--- src/rtl/imm_field_encoder_if.sv ---
// imm_field_encoder_if: request/result bundle for imm_field_encoder.
// master drives start/mode/value; slave returns busy/done/ok/field/u_bit.
interface imm_field_encoder_if;
  logic        start;
  logic [1:0]  mode;
  logic [31:0] value;
  logic        busy;
  logic        done;
  logic        ok;
  logic [23:0] field;
  logic        u_bit;

  modport master (
    output start,
    output mode,
    output value,
    input  busy,
    input  done,
    input  ok,
    input  field,
    input  u_bit
  );

  modport slave (
    input  start,
    input  mode,
    input  value,
    output busy,
    output done,
    output ok,
    output field,
    output u_bit
  );
endinterface

--- src/rtl/imm_field_encoder.sv ---
// imm_field_encoder: operand -> rotated imm8 / off12 / imm24 fields.
// clk, reset (sync, active-high), bus (slave): start/mode/value in,
// busy/done/ok/field/u_bit out; results held until next done.
module imm_field_encoder #(
  parameter int ROT_STEPS = 16
) (
  input  logic               clk,
  input  logic               reset,
  imm_field_encoder_if.slave bus
);

  typedef enum logic [1:0] {
    IDLE,
    SEARCH,
    DONE
  } state_e;

  localparam logic [1:0] MODE_DP = 2'b00;
  localparam logic [1:0] MODE_LS = 2'b01;
  localparam logic [1:0] MODE_BR = 2'b10;

  localparam logic [3:0] ROT_LAST = 4'(ROT_STEPS - 1);

  state_e      state_q, state_d;
  logic [3:0]  rot_q, rot_d;
  logic [31:0] value_q, value_d;
  logic [1:0]  mode_q, mode_d;
  logic [23:0] field_q, field_d;
  logic        ok_q, ok_d;
  logic        u_bit_q, u_bit_d;

  logic [4:0]  sh;
  logic [31:0] cand;
  logic        dp_hit;
  logic [31:0] mag;
  logic        ls_ok;
  logic        br_ok;

  // Rotate-left by 2*rot: the decoder rotates imm8 right by the
  // same amount, so a clear upper 24 bits here means a valid field.
  always_comb begin
    sh     = {rot_q, 1'b0};
    cand   = (value_q << sh)
           | (value_q >> (6'd32 - {1'b0, sh}));
    dp_hit = (cand[31:8] == 24'd0);
  end

  // 0x80000000 negates to itself; as an unsigned magnitude
  // it is far above 4095, so it is rejected naturally.
  always_comb begin
    mag   = value_q[31] ? (~value_q + 32'd1) : value_q;
    ls_ok = (mag < 32'd4096);
  end

  // Signed range [-2^25, 2^25-1] means bits 31..25 all match;
  // with word alignment the top becomes 2^25-4.
  always_comb begin
    br_ok = (value_q[1:0] == 2'b00)
         && (value_q[31:25] == {7{value_q[25]}});
  end

  always_comb begin
    state_d = state_q;
    rot_d   = rot_q;
    value_d = value_q;
    mode_d  = mode_q;
    field_d = field_q;
    ok_d    = ok_q;
    u_bit_d = u_bit_q;

    unique case (state_q)
      IDLE: begin
        if (bus.start) begin
          value_d = bus.value;
          mode_d  = bus.mode;
          rot_d   = 4'd0;
          state_d = SEARCH;
        end
      end

      SEARCH: begin
        unique case (mode_q)
          MODE_DP: begin
            u_bit_d = 1'b0;
            if (dp_hit) begin
              field_d = {12'd0, rot_q, cand[7:0]};
              ok_d    = 1'b1;
              state_d = DONE;
            end else if (rot_q == ROT_LAST) begin
              field_d = 24'd0;
              ok_d    = 1'b0;
              state_d = DONE;
            end else begin
              rot_d = rot_q + 4'd1;
            end
          end

          MODE_LS: begin
            u_bit_d = ~value_q[31];
            ok_d    = ls_ok;
            field_d = ls_ok ? {12'd0, mag[11:0]}
                            : 24'd0;
            state_d = DONE;
          end

          MODE_BR: begin
            u_bit_d = 1'b0;
            ok_d    = br_ok;
            field_d = br_ok ? value_q[25:2] : 24'd0;
            state_d = DONE;
          end

          default: begin
            u_bit_d = 1'b0;
            ok_d    = 1'b0;
            field_d = 24'd0;
            state_d = DONE;
          end
        endcase
      end

      DONE: begin
        state_d = IDLE;
      end

      default: begin
        state_d = IDLE;
      end
    endcase
  end

  always_ff @(posedge clk) begin
    if (reset) begin
      state_q <= IDLE;
      rot_q   <= 4'd0;
      value_q <= 32'd0;
      mode_q  <= 2'd0;
      field_q <= 24'd0;
      ok_q    <= 1'b0;
      u_bit_q <= 1'b0;
    end else begin
      state_q <= state_d;
      rot_q   <= rot_d;
      value_q <= value_d;
      mode_q  <= mode_d;
      field_q <= field_d;
      ok_q    <= ok_d;
      u_bit_q <= u_bit_d;
    end
  end

  assign bus.busy  = (state_q != IDLE);
  assign bus.done  = (state_q == DONE);
  assign bus.ok    = ok_q;
  assign bus.field = field_q;
  assign bus.u_bit = u_bit_q;

endmodule

--- src/flat_wrapper.sv ---
// flat-port wrapper written by rule: the top's interface ports become plain ports
module imm_field_encoder_flat 
#(
  parameter int ROT_STEPS = 16
)
  (clk, reset, bus_start, bus_mode, bus_value, bus_busy, bus_done, bus_ok, bus_field, bus_u_bit);
  imm_field_encoder_if bus_i ();
  input  logic clk;
  input  logic reset;
  input wire logic [$bits(bus_i.start)-1:0] bus_start;
  input wire logic [$bits(bus_i.mode)-1:0] bus_mode;
  input wire logic [$bits(bus_i.value)-1:0] bus_value;
  output wire logic [$bits(bus_i.busy)-1:0] bus_busy;
  output wire logic [$bits(bus_i.done)-1:0] bus_done;
  output wire logic [$bits(bus_i.ok)-1:0] bus_ok;
  output wire logic [$bits(bus_i.field)-1:0] bus_field;
  output wire logic [$bits(bus_i.u_bit)-1:0] bus_u_bit;
  assign bus_i.start = bus_start;
  assign bus_i.mode = bus_mode;
  assign bus_i.value = bus_value;
  assign bus_busy = bus_i.busy;
  assign bus_done = bus_i.done;
  assign bus_ok = bus_i.ok;
  assign bus_field = bus_i.field;
  assign bus_u_bit = bus_i.u_bit;
  imm_field_encoder #(.ROT_STEPS(ROT_STEPS)) u_core (.clk(clk), .reset(reset), .bus(bus_i));
endmodule
--- config.mk ---
export PLATFORM = sky130hd
export DESIGN_NAME = imm_field_encoder_flat
export DESIGN_NICKNAME = d
export VERILOG_FILES = /design/src/rtl/imm_field_encoder_if.sv /design/src/rtl/imm_field_encoder.sv /design/src/flat_wrapper.sv
export SDC_FILE = /design/constraint.sdc
export NUM_CORES = 1
export LEC_CHECK = 0
export BUFFER_PORTS_ARGS = -buffer_cell sky130_fd_sc_hd__buf_2
export CAP_MARGIN = 20
export CORE_MARGIN = 8
export CORE_UTILIZATION = 53
export CTS_BUF_LIST = sky130_fd_sc_hd__clkbuf_4 sky130_fd_sc_hd__clkbuf_8 sky130_fd_sc_hd__clkbuf_16
export CTS_CLUSTER_SIZE = 16
export DETAILED_ROUTE_END_ITERATION = 8
export MAX_ROUTING_LAYER = met4
export PLACE_DENSITY = 0.72
export REMOVE_ABC_BUFFERS = 1
export SYNTH_ARGS = -nofsm -noshare
export SYNTH_HDL_FRONTEND = slang
export SYNTH_SLANG_ARGS = --single-unit
--- constraint.sdc ---
create_clock -name clk -period 4.6 [get_ports clk]
set_input_delay 0.92 -clock clk [delete_from_list [all_inputs] [get_ports clk]]
set_output_delay 0.92 -clock clk [all_outputs]
set_load 0.01 [all_outputs]
==> results.md <==
- Run status: completed
- CP required: roughly 4.8 ns
- Sequential power share: around 32%
- WHS Path Cells: 1
- Least-Margin Pin Slew: between 1 and 1.5 ns
- CP max FO: 35
- Seq/Total Area, Yosys: 22.15%
- CTS root buf: clkbuf_16
- Drt pass-1 iters: 5
- Sw Share: roughly two fifths
- DRT iter0 DRCs: 745
- Post-route minimum period: approximately 3.8 ns
- Synth Flop Type: dfxtp_1
- RSZ-0062 raised after global routing: no
- CTS Buffer Depth: 2
- Clk_lat worst skew: about 0.35 ns
- Drt via density: between 6 and 7
- CP arrival: about 4.1 ns
- Synth top area share: 22.15%
- Int Pwr: 0.001296 W
- CTS clk-pin slew, worst paths: approximately 0.060 ns
- Total I/O pin count: 65
- Die Y: approximately 120 microns
- IR drop worst, VDD: roughly 230 uV
- Worst Hold Launch: u_core.bus.field[0]
- Port-buffer cells: between 60 and 70
- DIE WIDTH: 122.1 microns
- Most frequent cell on the critical path: buf_4
- GR Overflow Total: 0
- Layout cells sized above 1: between 20% and 30%
- Vias in the first global route: 5875
- First-pass GRT wire length: roughly 32000 microns
- Residual DRC: 0
- Fmax: 0.2614 GHz
- Crit-path cells: inv_2 -> ha_2 -> buf_4 -> mux2i_1 -> o22ai_1 -> nor3_1 -> a31oi_1 -> o211ai_1 -> o2111ai_4 -> o22ai_4 -> buf_4 -> nand2b_1 -> a21oi_2
- Cell Area, Synth: about 6000 sq um
- DRT antenna net count: 0
- Syn_area_per_cell: 7.676 sq um
- Post-synth EDFFs: 0
- R2r startpoint: u_core.rot_q[1]
- Worst Setup Path Type: register to register
- Via count: ~6200
- GRT Util Overall: about 28%
- Num Clock Sinks: between 60 and 70
- Min Hold Slack: between 0.4 and 0.5 ns
- WL/cell: around 22 microns
- Hold Violations, Final: 0
- H-tree levels: 3
- Crit start category: register
- Die ar.: 14900 sq um
- Clock network fraction of design power: 33.7%
- Max-slew violations: 0
- Yosys cell types: 85
- Area added between synthesis and finish: 8.978%
- Crit end category: register
- Initial cell density of the core: roughly 55%
- Row cnt: 38
- # nets final: 830
- CTS Hold Bufs: 0
- Gates resized, CTS repair: 0
- Hold Path Class: register to register
- CTS tree: done
- Slowest cell on the critical path: ha_2
- FF+latch count, synth: 66
- Initial antenna violation count: 0
- Fillers: approximately 1100
- Worst path max stage delay: between 0.8 and 0.9 ns
- Lkg Pwr: 2.256 nW
- Ant. Diodes: 0
- Sw Pwr: ~0.00080 W
- Setup Skew: ~0.0084 ns
- Comb power frac: 33.9%
- Hold path endpoint: u_core.bus.field[0]
- Largest net degree at the start of global routing: 43
- CTS Buf Count: 9
- Core ar.: 10940 sq um
- Fin crit share: between 80% and 90%
- Routed WL: a little over 20000 microns
- PwrDens: around 320 nW/um^2
- FF-to-FF End: u_core.bus.field[21]
- Fin util: between 50 and 60%
- Setup Viol. Count Final: 0
- Relative slew slack: 28.16%
- Flop2flop setup slack: approximately 0.77 ns
- Post-synth ARST share: 0%
- YS warnings: 0
- Number of max-cap violations: 0
- Setup Buffers After CTS: 0
- Post-Synthesis Cells: slightly below 800
- Top cells by area, synth: dfxtp_1 22%, nand2_1 7.0%, a21oi_1 5.8%
- Reg2Reg Depth: 13
- Largest area contributor in the netlist: dfxtp_1
- GPL Wtd Cong: a little under 1
- DP Wirelength: between 10000 and 15000 microns
[cell usage after synthesis, drive strengths merged, types with 3 or more instances]
| master | number |
|---|---|
| a211oi | 17 |
| a21oi | 77 |
| a221oi | 9 |
| a222oi | 3 |
| a22oi | 4 |
| a31oi | 10 |
| a32oi | 3 |
| and2 | 13 |
| and3 | 3 |
| buf | 49 |
| clkbuf | 35 |
| dfxtp | 66 |
| ha | 4 |
| inv | 16 |
| mux2 | 9 |
| mux2i | 34 |
| mux4 | 11 |
| nand2 | 113 |
| nand2b | 21 |
| nand3 | 30 |
| nand4 | 9 |
| nor2 | 41 |
| nor2b | 6 |
| nor3 | 28 |
| nor3b | 7 |
| nor4 | 26 |
| o211ai | 14 |
| o21ai | 26 |
| o21bai | 4 |
| o22ai | 9 |
| o2bb2ai | 14 |
| o31ai | 7 |
| o32ai | 6 |
| or2 | 8 |
| or3 | 4 |
| xnor2 | 8 |
| xor2 | 4 |
[layer usage]
| layer | track usage (%) | vias up | wire, microns |
|---|---|---|---|
| li1 | - | 2910 | - |
| met1 | 36.70 | 2982 | 8812 |
| met2 | 42.26 | 303 | 9145 |
| met3 | 4.627 | 53 | 1545 |
| met4 | 11.81 | 0 | 684 |
| met5 | - | - | 0 |
[kinds of logic after synthesis]
family | share of synthesized area (%)
XOR/XNOR | 1.762
adder cells (fa/ha/maj) | 0.8391
flip-flops | 22.15
buffers and inverters | 8.265
AND/OR/NAND/NOR | 28.42
AO/OA/AOI/OAI | 26.94
multiplexers | 11.62
[cell usage in the layout (no fill, tap or decap), types with 5 or more instances in the layout]
cell / instances
o211ai_1: 13
nor3_1: 27
nand2_1: 112
buf_4: 21
buf_2: 64
a31oi_1: 10
and2_1: 11
a21oi_1: 69
o2bb2ai_2: 10
nor3b_1: 7
nand4_1: 9
a211oi_1: 16
mux4_2: 10
o21ai_0: 25
nor2_1: 39
nor2b_1: 6
o22ai_1: 8
mux2i_1: 34
nand2b_1: 21
a221oi_1: 9
o31ai_1: 6
nand3_2: 10
clkbuf_16: 9
xnor2_1: 8
mux2_2: 9
nor4_1: 22
nand3_1: 20
dfxtp_1: 65
inv_1: 14
o32ai_1: 5
or2_2: 5
a21oi_2: 8
[worst max-delay path: cells and delay by family, from the launching register on]
kind / cells / cell delay (ns)
and+or+nand+nor: 2 / 0.43
AOI/OAI and AO/OA: 6 / 1.08
buffers and inverters: 3 / 0.75
adders and majority gates: 1 / 0.81
muxes: 1 / 0.25
DFF: 1 / 0.34
[final cells by class]
| cell class | count | area, sq um | share of cell area [%] |
|---|---|---|---|
| Tap cell | 140 | 175.2 | 2.695 |
| Sequential cell | 66 | 1323 | 20.35 |
| Inverter | 17 | 63.81 | 0.9817 |
| Multi-Input combinational cell | 610 | 4159 | 63.98 |
| Timing Repair Buffer | 85 | 478.0 | 7.353 |
| Clock buffer | 9 | 225.2 | 3.465 |
| Clock inverter | 7 | 76.32 | 1.174 |
[registers in the layout, indices dropped and copies added, names as in the netlist]
name,flops
u_core.bus.field,24
u_core.bus.ok,1
u_core.bus.u_bit,1
u_core.mode_q,2
u_core.rot_q,4
u_core.state_q,2
u_core.value_q,32
[how the worst max path moves through the flow]
stage                          startpoint              endpoint  slack, ns  cells after the start
final                     u_core.rot_q[1]  u_core.bus.field[21]       0.77                     13
after global routing      u_core.rot_q[1]  u_core.bus.field[21]       0.56                     13
after CTS                 u_core.rot_q[1]  u_core.bus.field[21]       0.83                     12
after detailed placement  u_core.rot_q[1]  u_core.bus.field[12]       0.85                     12
after global placement    u_core.rot_q[1]       u_core.rot_q[0]       0.98                     12
after floorplan           u_core.rot_q[0]   u_core.bus.field[1]      -1.52                     11
[through the flow]
stage / power (W) / std cells / TNS (ns) / setup WS [ns] / area (sq um)
2_1_floorplan: 0.001160 / 693 / -42.48 / -1.518 / 5535
3_3_place_gp: 0.001377 / 918 / 0 / 0.9768 / 6198
3_5_place_dp: 0.001385 / 918 / 0 / 0.8517 / 6198
4_1_cts: 0.002091 / 934 / 0 / 0.8334 / 6500
5_1_grt: 0.002194 / 934 / 0 / 0.5579 / 6500
6_report: 0.002100 / 934 / 0 / 0.7748 / 6500
[power groups by stage]
stage	clock (W)	combinational [W]	sequential, W
2_1_floorplan	0	0.000482	0.000678
3_3_place_gp	0	0.000689	0.000688
3_5_place_dp	0	0.000696	0.000689
4_1_cts	0.000715	0.000699	0.000676
5_1_grt	0.000739	0.000770	0.000685
6_report	0.000708	0.000712	0.000681
Power figures use the tool's default switching activity.
